$ cat src/rtl/i3c_arb_pkg.sv
// Shared definitions for the engine arbiter: datapath select codes, request bit indices
// and the Gray-coded FSM state encoding.
package i3c_arb_pkg;

  localparam int unsigned NumEng = 5;

  // Select codes are shared with the datapath muxes.
  localparam logic [2:0] SDR_SEL = 3'd0;
  localparam logic [2:0] IBI_SEL = 3'd1;
  localparam logic [2:0] HJ_SEL  = 3'd2;
  localparam logic [2:0] DAA_SEL = 3'd3;
  localparam logic [2:0] SC_SEL  = 3'd4;

  localparam int unsigned SDR_IDX = 0;
  localparam int unsigned IBI_IDX = 1;
  localparam int unsigned HJ_IDX  = 2;
  localparam int unsigned DAA_IDX = 3;
  localparam int unsigned SC_IDX  = 4;

  typedef enum logic [1:0] {
    StIdle    = 2'b00,
    StSetup   = 2'b01,
    StActive  = 2'b11,
    StRelease = 2'b10
  } arb_state_e;

  function automatic logic [NumEng-1:0] sel_to_onehot(logic [2:0] sel);
    return NumEng'(1) << sel;
  endfunction

endpackage

$ cat src/rtl/i3c_engine_arbiter_if.sv
// Engine-side handshake bundle of the arbiter: requests, dones, grant and datapath select.
interface i3c_engine_arbiter_if;

  logic       i_arb_en;
  logic [4:0] i_arb_req;
  logic [4:0] i_arb_done;
  logic [4:0] o_arb_gnt;
  logic [2:0] o_arb_mux_sel;
  logic       o_arb_busy;
  logic       o_arb_abort;
  logic       o_arb_timeout;

  modport master (
    input  i_arb_en,
    input  i_arb_req,
    input  i_arb_done,
    output o_arb_gnt,
    output o_arb_mux_sel,
    output o_arb_busy,
    output o_arb_abort,
    output o_arb_timeout
  );

  modport slave (
    output i_arb_en,
    output i_arb_req,
    output i_arb_done,
    input  o_arb_gnt,
    input  o_arb_mux_sel,
    input  o_arb_busy,
    input  o_arb_abort,
    input  o_arb_timeout
  );

endinterface

$ cat src/rtl/i3c_arb_watchdog.sv
// Clear/enable cycle counter; expire_o flags the last permitted cycle (TO_CYCLES-1).
module i3c_arb_watchdog #(
  parameter int unsigned TO_CYCLES = 20000
) (
  input  logic clk_i,
  input  logic rst_ni,
  input  logic clr_i,
  input  logic en_i,
  output logic expire_o
);

  localparam int unsigned CntW = $clog2(TO_CYCLES);
  localparam logic [CntW-1:0] CntLast = CntW'(TO_CYCLES - 1);

  logic [CntW-1:0] cnt_q, cnt_d;

  assign expire_o = (cnt_q == CntLast);

  always_comb begin
    cnt_d = cnt_q;
    if (clr_i) begin
      cnt_d = '0;
    end else if (en_i && !expire_o) begin
      cnt_d = cnt_q + 1'b1;
    end
  end

  always_ff @(posedge clk_i or negedge rst_ni) begin
    if (!rst_ni) begin
      cnt_q <= '0;
    end else begin
      cnt_q <= cnt_d;
    end
  end

endmodule

$ cat src/rtl/i3c_engine_arbiter.sv
// Fixed-priority arbiter scheduling the protocol engines onto the shared datapath, with an
// SDR anti-starvation age counter and a per-grant watchdog.
module i3c_engine_arbiter
  import i3c_arb_pkg::*;
#(
  parameter int unsigned TO_CYCLES = 20000,
  parameter int unsigned AGE_MAX   = 4
) (
  input logic                  i_arb_clk,
  input logic                  i_arb_rst_n,
  i3c_engine_arbiter_if.master bus
);

  localparam int unsigned AgeW = $clog2(AGE_MAX + 1);
  localparam logic [AgeW-1:0] AgeSat = AgeW'(AGE_MAX);

  arb_state_e        state_q;
  logic [2:0]        sel_q;
  logic [NumEng-1:0] gnt_q;
  logic [AgeW-1:0]   age_q;
  logic              sdr_pend_q;

  logic [2:0] winner;
  logic       req_sel, done_sel;
  logic       wd_expire;
  logic       abort;

  always_comb begin
    winner = SDR_SEL;
    if (bus.i_arb_req[SDR_IDX] && (age_q == AgeSat)) begin
      winner = SDR_SEL;
    end else if (bus.i_arb_req[IBI_IDX]) begin
      winner = IBI_SEL;
    end else if (bus.i_arb_req[HJ_IDX]) begin
      winner = HJ_SEL;
    end else if (bus.i_arb_req[DAA_IDX]) begin
      winner = DAA_SEL;
    end else if (bus.i_arb_req[SC_IDX]) begin
      winner = SC_SEL;
    end
  end

  assign req_sel  = bus.i_arb_req[sel_q];
  assign done_sel = bus.i_arb_done[sel_q];
  // Must see done in the expiry cycle itself, so abort cannot be registered ahead of time.
  assign abort    = (state_q == StActive) && wd_expire && !done_sel;

  i3c_arb_watchdog #(
    .TO_CYCLES(TO_CYCLES)
  ) u_watchdog (
    .clk_i   (i_arb_clk),
    .rst_ni  (i_arb_rst_n),
    .clr_i   (state_q == StSetup),
    .en_i    (state_q == StActive),
    .expire_o(wd_expire)
  );

  always_ff @(posedge i_arb_clk or negedge i_arb_rst_n) begin
    if (!i_arb_rst_n) begin
      state_q    <= StIdle;
      sel_q      <= SDR_SEL;
      gnt_q      <= '0;
      age_q      <= '0;
      sdr_pend_q <= 1'b0;
    end else begin
      unique case (state_q)
        StIdle: begin
          if (bus.i_arb_en && (bus.i_arb_req != '0)) begin
            sel_q      <= winner;
            sdr_pend_q <= bus.i_arb_req[SDR_IDX];
            state_q    <= StSetup;
          end
        end
        StSetup: begin
          // Age only moves when the arbitration turns into a real grant.
          if (req_sel) begin
            gnt_q   <= sel_to_onehot(sel_q);
            state_q <= StActive;
            if (sel_q == SDR_SEL || !sdr_pend_q) begin
              age_q <= '0;
            end else if (age_q != AgeSat) begin
              age_q <= age_q + 1'b1;
            end
          end else begin
            state_q <= StIdle;
          end
        end
        StActive: begin
          if (done_sel || wd_expire) begin
            gnt_q   <= '0;
            state_q <= StRelease;
          end
        end
        StRelease: begin
          state_q <= StIdle;
        end
        default: begin
          gnt_q   <= '0;
          state_q <= StIdle;
        end
      endcase
    end
  end

  assign bus.o_arb_gnt     = gnt_q;
  assign bus.o_arb_mux_sel = sel_q;
  assign bus.o_arb_busy    = (state_q != StIdle);
  assign bus.o_arb_abort   = abort;
  assign bus.o_arb_timeout = abort;

endmodule

$ cat src/flat_wrapper.sv
// flat-port wrapper written by rule: the top's interface ports become plain ports
module i3c_engine_arbiter_flat import i3c_arb_pkg::*;
#(
  parameter int unsigned TO_CYCLES = 20000,
  parameter int unsigned AGE_MAX   = 4
)
  (i_arb_clk, i_arb_rst_n, bus_i_arb_en, bus_i_arb_req, bus_i_arb_done, bus_o_arb_gnt, bus_o_arb_mux_sel, bus_o_arb_busy, bus_o_arb_abort, bus_o_arb_timeout);
  i3c_engine_arbiter_if bus_i ();
  input logic i_arb_clk;
  input logic i_arb_rst_n;
  input wire logic [$bits(bus_i.i_arb_en)-1:0] bus_i_arb_en;
  input wire logic [$bits(bus_i.i_arb_req)-1:0] bus_i_arb_req;
  input wire logic [$bits(bus_i.i_arb_done)-1:0] bus_i_arb_done;
  output wire logic [$bits(bus_i.o_arb_gnt)-1:0] bus_o_arb_gnt;
  output wire logic [$bits(bus_i.o_arb_mux_sel)-1:0] bus_o_arb_mux_sel;
  output wire logic [$bits(bus_i.o_arb_busy)-1:0] bus_o_arb_busy;
  output wire logic [$bits(bus_i.o_arb_abort)-1:0] bus_o_arb_abort;
  output wire logic [$bits(bus_i.o_arb_timeout)-1:0] bus_o_arb_timeout;
  assign bus_i.i_arb_en = bus_i_arb_en;
  assign bus_i.i_arb_req = bus_i_arb_req;
  assign bus_i.i_arb_done = bus_i_arb_done;
  assign bus_o_arb_gnt = bus_i.o_arb_gnt;
  assign bus_o_arb_mux_sel = bus_i.o_arb_mux_sel;
  assign bus_o_arb_busy = bus_i.o_arb_busy;
  assign bus_o_arb_abort = bus_i.o_arb_abort;
  assign bus_o_arb_timeout = bus_i.o_arb_timeout;
  i3c_engine_arbiter #(.TO_CYCLES(TO_CYCLES), .AGE_MAX(AGE_MAX)) u_core (.i_arb_clk(i_arb_clk), .i_arb_rst_n(i_arb_rst_n), .bus(bus_i));
endmodule
$ cat config.mk
export PLATFORM = sky130hd
export DESIGN_NAME = i3c_engine_arbiter_flat
export DESIGN_NICKNAME = d
export VERILOG_FILES = /design/src/rtl/i3c_arb_pkg.sv /design/src/rtl/i3c_engine_arbiter_if.sv /design/src/rtl/i3c_arb_watchdog.sv /design/src/rtl/i3c_engine_arbiter.sv /design/src/flat_wrapper.sv
export SDC_FILE = /design/constraint.sdc
export NUM_CORES = 1
export LEC_CHECK = 0
export CORE_UTILIZATION = 30
export CTS_CLUSTER_SIZE = 10
export DETAILED_ROUTE_END_ITERATION = 12
export PLACE_DENSITY = 0.57
export SYNTH_ARGS = -nofsm -noshare
export SYNTH_HDL_FRONTEND = slang
export SYNTH_SLANG_ARGS = --single-unit
$ cat constraint.sdc
create_clock -name i_arb_clk -period 4.97 [get_ports i_arb_clk]
set_input_delay 0.994 -clock i_arb_clk [delete_from_list [all_inputs] [get_ports i_arb_clk]]
set_output_delay 0.994 -clock i_arb_clk [all_outputs]
set_load 0.01 [all_outputs]
* Word level (Yosys, flattened, before mapping)
Cells that the tools add are included.
Word-level totals: output and inout port bits 11, logic and storage cells 60, input port bits 13, bits in registers 29
Cells by class: eq/ne operators 9, shift operators 1, reduce and logical (&&, ||, !) cells 21, multiplexer cells 20, $lt $le $gt $ge 1, add/sub/neg operators 2
Operator list (number):
- two-way mux 15 bit | 2
- two-way mux 3 bit | 7
- adder 15 x 1 -> 15 bit (second input constant) | 1
- == test 15 bit (second input constant) | 1
- two-way mux 5 bit | 2
- one-hot mux 5 bit (2 select lines) | 1
- one-hot mux 2 bit (4 select lines) | 1
- nonzero test 2 bit | 4
- binary-select mux 1 bit (select 3 bit) | 2
- two-way mux 2 bit | 3
- inequality test 2 x 1 -> 1 bit (second input constant) | 3
- AND reduction 3 bit | 2
- logical AND 1 bit | 5
- nonzero test 5 bit | 1
- left shift 1 x 3 -> 5 bit (first input constant) | 1
- == test 2 bit (second input constant) | 2
- < comparator 3 x 4 -> 1 bit (second input constant) | 1
- AND reduction 2 bit | 2
- adder 3 x 1 -> 3 bit (second input constant) | 1
- == test 3 bit (second input constant) | 1
- logical NOT 1 bit | 3
- logical NOT 3 bit | 1
- inequality test 3 bit (second input constant) | 1
- == test 2 x 1 -> 1 bit (second input constant) | 1
- 3 further kinds | 5

* Logic depth before layout (Yosys ltp)
Gate-level depths: netlist of the first run.
depth after elaboration 5, mapped depth 7

* By module
From an unflattened synthesis of the first run, not the netlist that was laid out.
Unflattened totals: cell total of the unflattened synthesis 166, area total of the unflattened synthesis 1697.9 sq um
By module, submodules not included:
- i3c_engine_arbiter | times used 1, cells an instance 85, area an instance 903.4 sq um, sequential area each 350.3 sq um
- i3c_arb_watchdog | times used 1, cells an instance 81, area an instance 794.5 sq um, sequential area each 375.4 sq um

* Worst setup path before layout of the first run
OpenSTA, ideal clock, no wires.
path kind input port to output port, start point input port bus_i_arb_done[4], end point output port bus_o_arb_timeout, setup slack 2.175 ns, stages 4, arrival 1.801 ns, cells stage by stage mux2_2 > o21ai_4 > and3b_1 > buf_4
Between the ends: cells in the longest elaborated chain, start to end 4
Ends and longest elaborated chain:
- start: declaration | line flat_wrapper.sv:13 | input wire logic [$bits(bus_i.i_arb_done)-1:0] bus_i_arb_done;
- binary-select mux 1 bit (select 3 bit) | line i3c_engine_arbiter.sv:44 | assign done_sel = bus.i_arb_done[sel_q];
- two-way mux 1 bit (implied by the code) | line i3c_engine_arbiter.sv:44
- logical NOT 1 bit | line i3c_engine_arbiter.sv:46 | assign abort = (state_q == StActive) && wd_expire && !done_sel;
- logical AND 1 bit | line i3c_engine_arbiter.sv:46
- end: declaration | line flat_wrapper.sv:18 | output wire logic [$bits(bus_i.o_arb_timeout)-1:0] bus_o_arb_timeout;
Every way passes these cells. The select of a mux whose other input is x is not followed.

* Worst setup path in the final report of the first run
Ends and elaborated chain as after synthesis.

==> results by group, run 1 <==
Run status
  • Status: finished clean

Detailed routing
  • Drt via density: between 4 and 5
  • ANT nets after route: 0
  • Starting DRT DRC Count: 48
  • Routed vias: 1336
  • TritonRoute pass-1 iters: 4
  • Final WL: 3.452 mm
  • DRC: 0
  • Drt wl/cell: 12.88 um

Die
  • Die ar.: around 6200 um^2
  • Cell Rows: 27
  • Core Region: ~5600 um^2
  • Die X: a little under 80 um
  • Io pins: 24
  • Initial Util: a little under a third
  • Die Y: 78.88 um

Timing
  • PnR worst setup slack: 1362 ps
  • FMAX: 277.1 MHz
  • Final hold vios: 0
  • Final Cycle Share: 72.60%
  • Worst-margin pin slew: about 550 ps
  • RSZ-0062 raised after global routing: false
  • Minimum clock period: between 3000 and 4000 ps
  • Final setup viols: 0
  • Final TNS setup: 0 ps
  • Clock skew: 5.270 ps
  • Fin. max-slew vios: 0
  • Max_slew headroom: a little under two thirds

Logic synthesis
  • Mapped Cells: between 150 and 200
  • Post-synth EDFFs: 0
  • Synthesized net count: 190
  • Number of synthesized register bits: 29
  • Synthesized cell area: around 1800 um^2
  • Post-synth ARST share: between 90% and 100%
  • Mapped Avg Cell Area: 10.19 um^2
  • Ys Warns: 0
  • Top FF cell, synth: dfrtp_1
  • Area share of the largest cell type after synthesis: 40.93%
  • Area contributors post-synth: dfrtp_1, mux2i_1, mux2_4
  • Sequential share of the synthesized area: between 40 and 50%
  • Yosys top cell by area: dfrtp_1
  • Netlist cell types: 56

Layout
  • Commonest non-fill, non-tap cell in the layout: dfrtp_1
  • # fillers: 570
  • Non-filler cells, final: 268
  • Layout Utilization: between 30% and 40%
  • Layout cells sized above 1: ~14%
  • Nets: 211
  • Area Growth Syn to Fin: 18.21%
  • # diodes: 0
  • Most frequent cells in the layout: dfrtp_1, clkdlybuf4s50_1, nand2_1

Power and ir drop
  • Seq pwr share: between 40% and 50%
  • LEAKAGE: just under 0.9 nW
  • Pwr Total: between 0.8 and 0.9 mW
  • Clock share of power: around a fifth
  • PD cells: about 420 nW/um^2
  • Peak VDD IR: roughly 0.00016 V
  • Combinational share of power: between 30% and 40%
  • Net Switching: 0.3157 mW
  • Int Pwr: about 0.57 mW
  • Switch share: between 30 and 40%

Clock tree
  • # clock sinks: 29
  • CTS tree: done
  • CTS max path bufs: 2
  • Clk root buf: clkbuf_8
  • Post-cts gate resize count: 0
  • Post-CTS Setup Bufs: 0
  • Clock Latency Late Sink: approximately 280 ps
  • Cts-stage hold buffer count: 0
  • CTS Buf Count: 5
  • H-tree depth: 2
  • Clock-pin slew on the worst setup and hold paths: 60 ps

Global route
  • Initial antenna violation count: 0
  • Total global routing overflow: 0
  • Vias in the first global route: approximately 1.3k
  • Largest net degree at the start of global routing: 30
  • GRT Util Overall: about an eighth
  • First-pass GRT wire length: around 6.0 mm

Place
  • Port bufs: 23
  • # placed instances: 260
  • Post-DP HPWL: between 2 and 2.5 mm
  • DP Worst Slack: between 1000 and 1500 ps
  • Routability Congestion: around 0.74

Setup path
  • Top cell by count, worst path: clkdlybuf4s50_1
  • Slowest-stage cell, CP: clkdlybuf4s50_1
  • Critical Path RT: slightly below 4000 ps
  • Crit Path Category: in -> out
  • CP arrival: around 2600 ps
  • Crit path capture type: output pin
  • Cell Chain, Critical Path: clkdlybuf4s50_1 -> mux2_2 -> o21ai_4 -> and3b_1 -> clkdlybuf4s50_1
  • Worst-path maximum fanout: 3
  • Worst stage delay on the critical path: around 540 ps
  • R2R setup slack: 2960 ps
  • Startpoint types: primary input

Flow run
  • Max Cap Viol: 0

Worst hold path
  • Worst Hold Class: reg -> reg
[layer usage]
metal  global-route usage (%)  wire, um
met2                    19.22      1611
met4                    6.000        60
met3                    3.448        94
met5                        0         0
met1                    16.33      1686
[flip-flops by register name (all words and copies together) (netlist names)]
signal                    count
u_core.u_watchdog.cnt_q      15
u_core.age_q                  3
u_core.state_q                2
u_core.bus.o_arb_mux_sel      3
u_core.sdr_pend_q             1
u_core.bus.o_arb_gnt          5
[Yosys cell counts (2+ instances only)]
| cell | count |
|---|---|
| nand3_1 | 10 |
| o21ai_0 | 10 |
| a21o_1 | 2 |
| dfrtp_1 | 29 |
| o22ai_1 | 4 |
| mux2_4 | 5 |
| nand2b_1 | 2 |
| ha_1 | 3 |
| inv_1 | 8 |
| mux2i_1 | 9 |
| a21oi_1 | 11 |
| and2_1 | 2 |
| o21a_1 | 2 |
| clkbuf_2 | 2 |
| nand2_1 | 16 |
| nor2b_1 | 3 |
| nand4_1 | 5 |
| buf_6 | 4 |
| nand3b_1 | 2 |
| nor3_1 | 4 |
| nor2_1 | 4 |
| nor4b_1 | 3 |
[logic make-up (layout without fill, tap and decap cells)]
family / Yosys count / count (layout) / synth area share [%]
simple gates: 66 / 66 / 22.58
mux: 16 / 16 / 10.59
xor+xnor: 1 / 1 / 0.4941
compound gates: 41 / 41 / 16.80
flops: 29 / 29 / 40.93
buf+inv: 18 / 40 / 6.492
fa+ha+maj: 3 / 3 / 2.117
[power groups by stage]
stage | clock, mW | combinational [mW] | sequential, mW
after global placement | 0 | 0.348 | 0.359
after floorplan | 0 | 0.297 | 0.324
after global routing | 0.198 | 0.384 | 0.367
after detailed placement | 0 | 0.351 | 0.360
final | 0.181 | 0.347 | 0.356
after CTS | 0.189 | 0.353 | 0.357
[path summary, 6_finish.rpt]
kind | startpoint | to | cells after the start
worst min register to register | u_core.bus.o_arb_gnt[3]$_DFFE_PN0P_ | u_core.bus.o_arb_gnt[3]$_DFFE_PN0P_ | 1
worst max-delay path | bus_i_arb_done[4] | bus_o_arb_timeout | 5
max in group asynchronous | i_arb_rst_n | u_core.state_q[1]$_DFFE_PN0P_ | 2
min in group asynchronous | i_arb_rst_n | u_core.bus.o_arb_mux_sel[1]$_DFFE_PN0P_ | 2
worst max register to register | u_core.bus.o_arb_mux_sel[1]$_DFFE_PN0P_ | u_core.bus.o_arb_gnt[0]$_DFFE_PN0P_ | 5
worst min-delay path | u_core.bus.o_arb_gnt[3]$_DFFE_PN0P_ | u_core.bus.o_arb_gnt[3]$_DFFE_PN0P_ | 1
[area by class of cell]
cell class	instances	area, um^2	area share [%]
inverter	8	30.03	1.433
multi-input combinational	127	932.1	44.48
tap	72	90.09	4.299
timing repair buffer	24	237.7	11.34
sequential	29	725.7	34.63
clock buffer	8	80.08	3.821
[stage by stage]
step	instance area (um^2)	hold WS [ps]
2_1_floorplan	1773	464.5
3_3_place_gp	2016	485.7
3_5_place_dp	2016	496.2
4_1_cts	2096	510.0
5_1_grt	2096	523.4
6_report	2096	508.4
[critical path, delay by kind of cell]
family | cells | cell delay, ps
AO/OA/AOI/OAI | 1 | 170
buffers and inverters | 2 | 940
multiplexers | 1 | 290
AND/OR/NAND/NOR | 1 | 220
No activity file was read; power rests on OpenSTA's default activity.
==> run 2, diff against run 1 <==
--- a/config.mk
+++ b/config.mk
@@ -8,7 +8,7 @@
 export CORE_UTILIZATION = 30
 export CTS_CLUSTER_SIZE = 10
 export DETAILED_ROUTE_END_ITERATION = 12
-export PLACE_DENSITY = 0.57
+export PLACE_DENSITY = 0.59
 export SYNTH_ARGS = -nofsm -noshare
 export SYNTH_HDL_FRONTEND = slang
 export SYNTH_SLANG_ARGS = --single-unit
==> constraint.sdc (replaced) <==
create_clock -name i_arb_clk -period 3.3 [get_ports i_arb_clk]
set_input_delay 0.66 -clock i_arb_clk [delete_from_list [all_inputs] [get_ports i_arb_clk]]
set_output_delay 0.66 -clock i_arb_clk [all_outputs]
set_load 0.01 [all_outputs]
==> run 2 against run 1 <==
Compared with the run above: non-clock buffer count rose by 2; sequential share of layout area fell by 0.59 points; via count is the same; total power increased by 58%; count of clock-buffer cells in the layout is 1 lower; register-to-register slack worse by 1700 ps; cell count increased by 0.75%; utilization rose by 0.65 points; clock power up 80%; critical path type unchanged; largest power group is now combinational cells.
==> results by group, run 2 (synthesis results as in run 1) <==
Die
  • Die ar.: 6221 um^2 (unchanged)
  • Cell Rows: 27 (unchanged)
  • Core Region: 5608 um^2 (unchanged)
  • Initial Util: 31.62% (unchanged)
  • Io pins: 24 (unchanged)
  • Die Y: 78.88 um (unchanged)
  • Die X: 78.88 um (unchanged)

Clock tree
  • H-tree depth: 2 (unchanged)
  • CTS tree: done (unchanged)
  • CTS max path bufs: 2 (unchanged)
  • Post-cts gate resize count: 0 (unchanged)
  • Clock Latency Late Sink: 280 ps (about the same)
  • Clock-pin slew on the worst setup and hold paths: 60 ps (about the same)
  • # clock sinks: 29 (unchanged)
  • Cts-stage hold buffer count: 0 (unchanged)
  • Clk root buf: clkbuf_8 (unchanged)
  • Post-CTS Setup Bufs: 0 (unchanged)
  • CTS Buf Count: 5 (unchanged)

Timing
  • Worst-margin pin slew: 537.9 ps (was 545.0 ps)
  • Final TNS setup: 0 ps (unchanged)
  • Final setup viols: 0 (unchanged)
  • RSZ-0062 raised after global routing: false (unchanged)
  • Worst hold slack: 507.7 ps (was 508.4 ps)
  • Final Cycle Share: roughly nine tenths
  • PnR worst setup slack: 378.1 ps (was 1362 ps)
  • Clock skew: 5.629 ps (was 5.270 ps)
  • FMAX: 342.2 MHz
  • Minimum clock period: between 2000 and 3000 ps
  • Final hold vios: 0 (unchanged)
  • Max_slew headroom: 64.14% (was 63.67%)
  • Fin. max-slew vios: 0 (unchanged)

Place
  • DP Worst Slack: 369.4 ps (was 1353 ps)
  • # placed instances: 262 (was 260)
  • Routability Congestion: 0.7273 (was 0.7357)
  • Port bufs: 23 (unchanged)
  • Post-DP HPWL: 2.587 mm (was 2.477 mm)

Worst hold path
  • Hold Path Stages: 1 (unchanged)
  • Hold Startpoint: u_core.sdr_pend_q$_DFFE_PN0P_ (was u_core.bus.o_arb_gnt[3]$_DFFE_PN0P_)
  • Worst Hold Class: reg -> reg (unchanged)
  • Hold endpoint: u_core.sdr_pend_q$_DFFE_PN0P_ (was u_core.bus.o_arb_gnt[3]$_DFFE_PN0P_)

Power and ir drop
  • Int Pwr: 0.9033 mW (was 0.5686 mW)
  • Peak VDD IR: 0.0002548 V (was 0.0001634 V)
  • LEAKAGE: 0.8916 nW (was 0.8677 nW)
  • Net Switching: 0.4931 mW (was 0.3157 mW)
  • Switch share: 35.31% (was 35.70%)
  • PD cells: 654.9 nW/um^2 (was 421.9 nW/um^2)
  • Seq pwr share: 36.6% (was 40.3%)
  • Combinational share of power: 40.0% (was 39.3%)
  • Clock share of power: 23.3% (was 20.4%)

Layout
  • Layout cells sized above 1: 16.16% (was 13.78%)
  • Most frequent cells in the layout: dfrtp_1, clkdlybuf4s50_1, nand2_1 (unchanged)
  • Largest register FFs: 15 (unchanged)
  • Most flops, register: u_core.u_watchdog.cnt_q (unchanged)
  • Commonest non-fill, non-tap cell in the layout: dfrtp_1 (unchanged)
  • Nets: 213 (was 211)
  • Non-filler cells, final: 270 (was 268)
  • Area Growth Syn to Fin: 20.25% (was 18.21%)
  • # diodes: 0 (unchanged)

Detailed routing
  • TritonRoute pass-1 iters: 4 (unchanged)
  • Starting DRT DRC Count: 69 (was 48)
  • ANT nets after route: 0 (unchanged)
  • Drt wl/cell: 13.00 um (was 12.88 um)
  • Routed vias: 1336 (unchanged)
  • Final WL: 3.510 mm (was 3.452 mm)
  • Drt via density: 4.948 (was 4.985)
  • DRC: 0 (unchanged)

Global route
  • Total global routing overflow: 0 (unchanged)
  • Met2 Usage GRT: 20.00% (was 19.22%)
  • GRT Util Overall: 12.76% (was 12.57%)
  • First-pass GRT wire length: 6.092 mm (was 6.003 mm)
  • Initial antenna violation count: 0 (unchanged)
  • GR peak layer: met2 (unchanged)
  • Largest net degree at the start of global routing: 30 (unchanged)
  • Met3 usage: 3.103% (was 3.448%)
  • Vias in the first global route: 1320 (was 1295)
  • Met1 Use GR: 16.48% (was 16.33%)

Setup path
  • Critical Path RT: 2640 ps (was 3980 ps)
  • Worst-path maximum fanout: 3 (unchanged)
  • R2r startpoint: u_core.bus.o_arb_mux_sel[1]$_DFFE_PN0P_ (unchanged)
  • R2R setup slack: 1310 ps (was 2960 ps)
  • CP arrival: 2260 ps (was 2610 ps)
  • R2R cell count: 5 (unchanged)
  • Startpoint types: primary input (unchanged)
  • Crit Path Category: in -> out (unchanged)
  • Crit path capture type: output pin (unchanged)
  • Worst R2R End: u_core.bus.o_arb_gnt[1]$_DFFE_PN0P_ (was u_core.bus.o_arb_gnt[0]$_DFFE_PN0P_)

Run status
  • Status: finished clean (unchanged)

Flow run
  • Max Cap Viol: 0 (unchanged)
run 2: cell types whose count changed in the layout (fill, tap and decap cells not counted):
cell	before	now
clkbuf_8	5	7
buf_4	1	3
clkinv_2	0	1
clkbuf_1	3	0
run 2: critical path, stage by stage:
cell and delay, ps:
clkdlybuf4s50_1 400, mux2_2 280, o21ai_4 170, and3b_1 210
clkdlybuf4s50_1 550
run 2: cell type report:
cell class                 instances  area [um^2]
timing repair buffer              26        252.7
inverter                           8        30.03
clock inverter                     1        5.005
clock buffer                       7        96.34
multi-input combinational        127        932.1
tap                               72        90.09
fill                             583         3476
sequential                        29        725.7
run 2: how the worst max path moves through the flow:
stage                                 start                 to  slack [ps]  cells after the start
after global placement    bus_i_arb_done[4]  bus_o_arb_timeout         400                      5
after CTS                 bus_i_arb_done[0]  bus_o_arb_timeout         370                      5
after detailed placement  bus_i_arb_done[0]  bus_o_arb_timeout         370                      5
after floorplan           bus_i_arb_done[4]  bus_o_arb_timeout        1170                      4
after global routing      bus_i_arb_done[4]  bus_o_arb_timeout         330                      5
final                     bus_i_arb_done[0]  bus_o_arb_timeout         380                      5
run 2: through the flow:
stage               power, mW  utilization, %  instance area (um^2)
floorplan              0.9347               -                  1773
CTS                     1.415           38.02                  2132
finish                  1.396           38.02                  2132
global route            1.486           38.02                  2132
detailed placement      1.084           36.21                  2031
global placement        1.073           36.21                  2031
run 2: metal layers:
layer,vias up,part of all wire (%)
li1,681,-
met1,635,48
met2,16,48
met3,4,2.3
met4,0,1.3
met5,-,0
run 2: power by group through the flow:
stage | Sequential (mW) | Combinational [mW] | Clock, mW
after floorplan | 0.488 | 0.447 | 0
after global placement | 0.517 | 0.556 | 0
after detailed placement | 0.518 | 0.565 | 0
after CTS | 0.513 | 0.566 | 0.336
after global routing | 0.527 | 0.609 | 0.350
final | 0.512 | 0.559 | 0.326
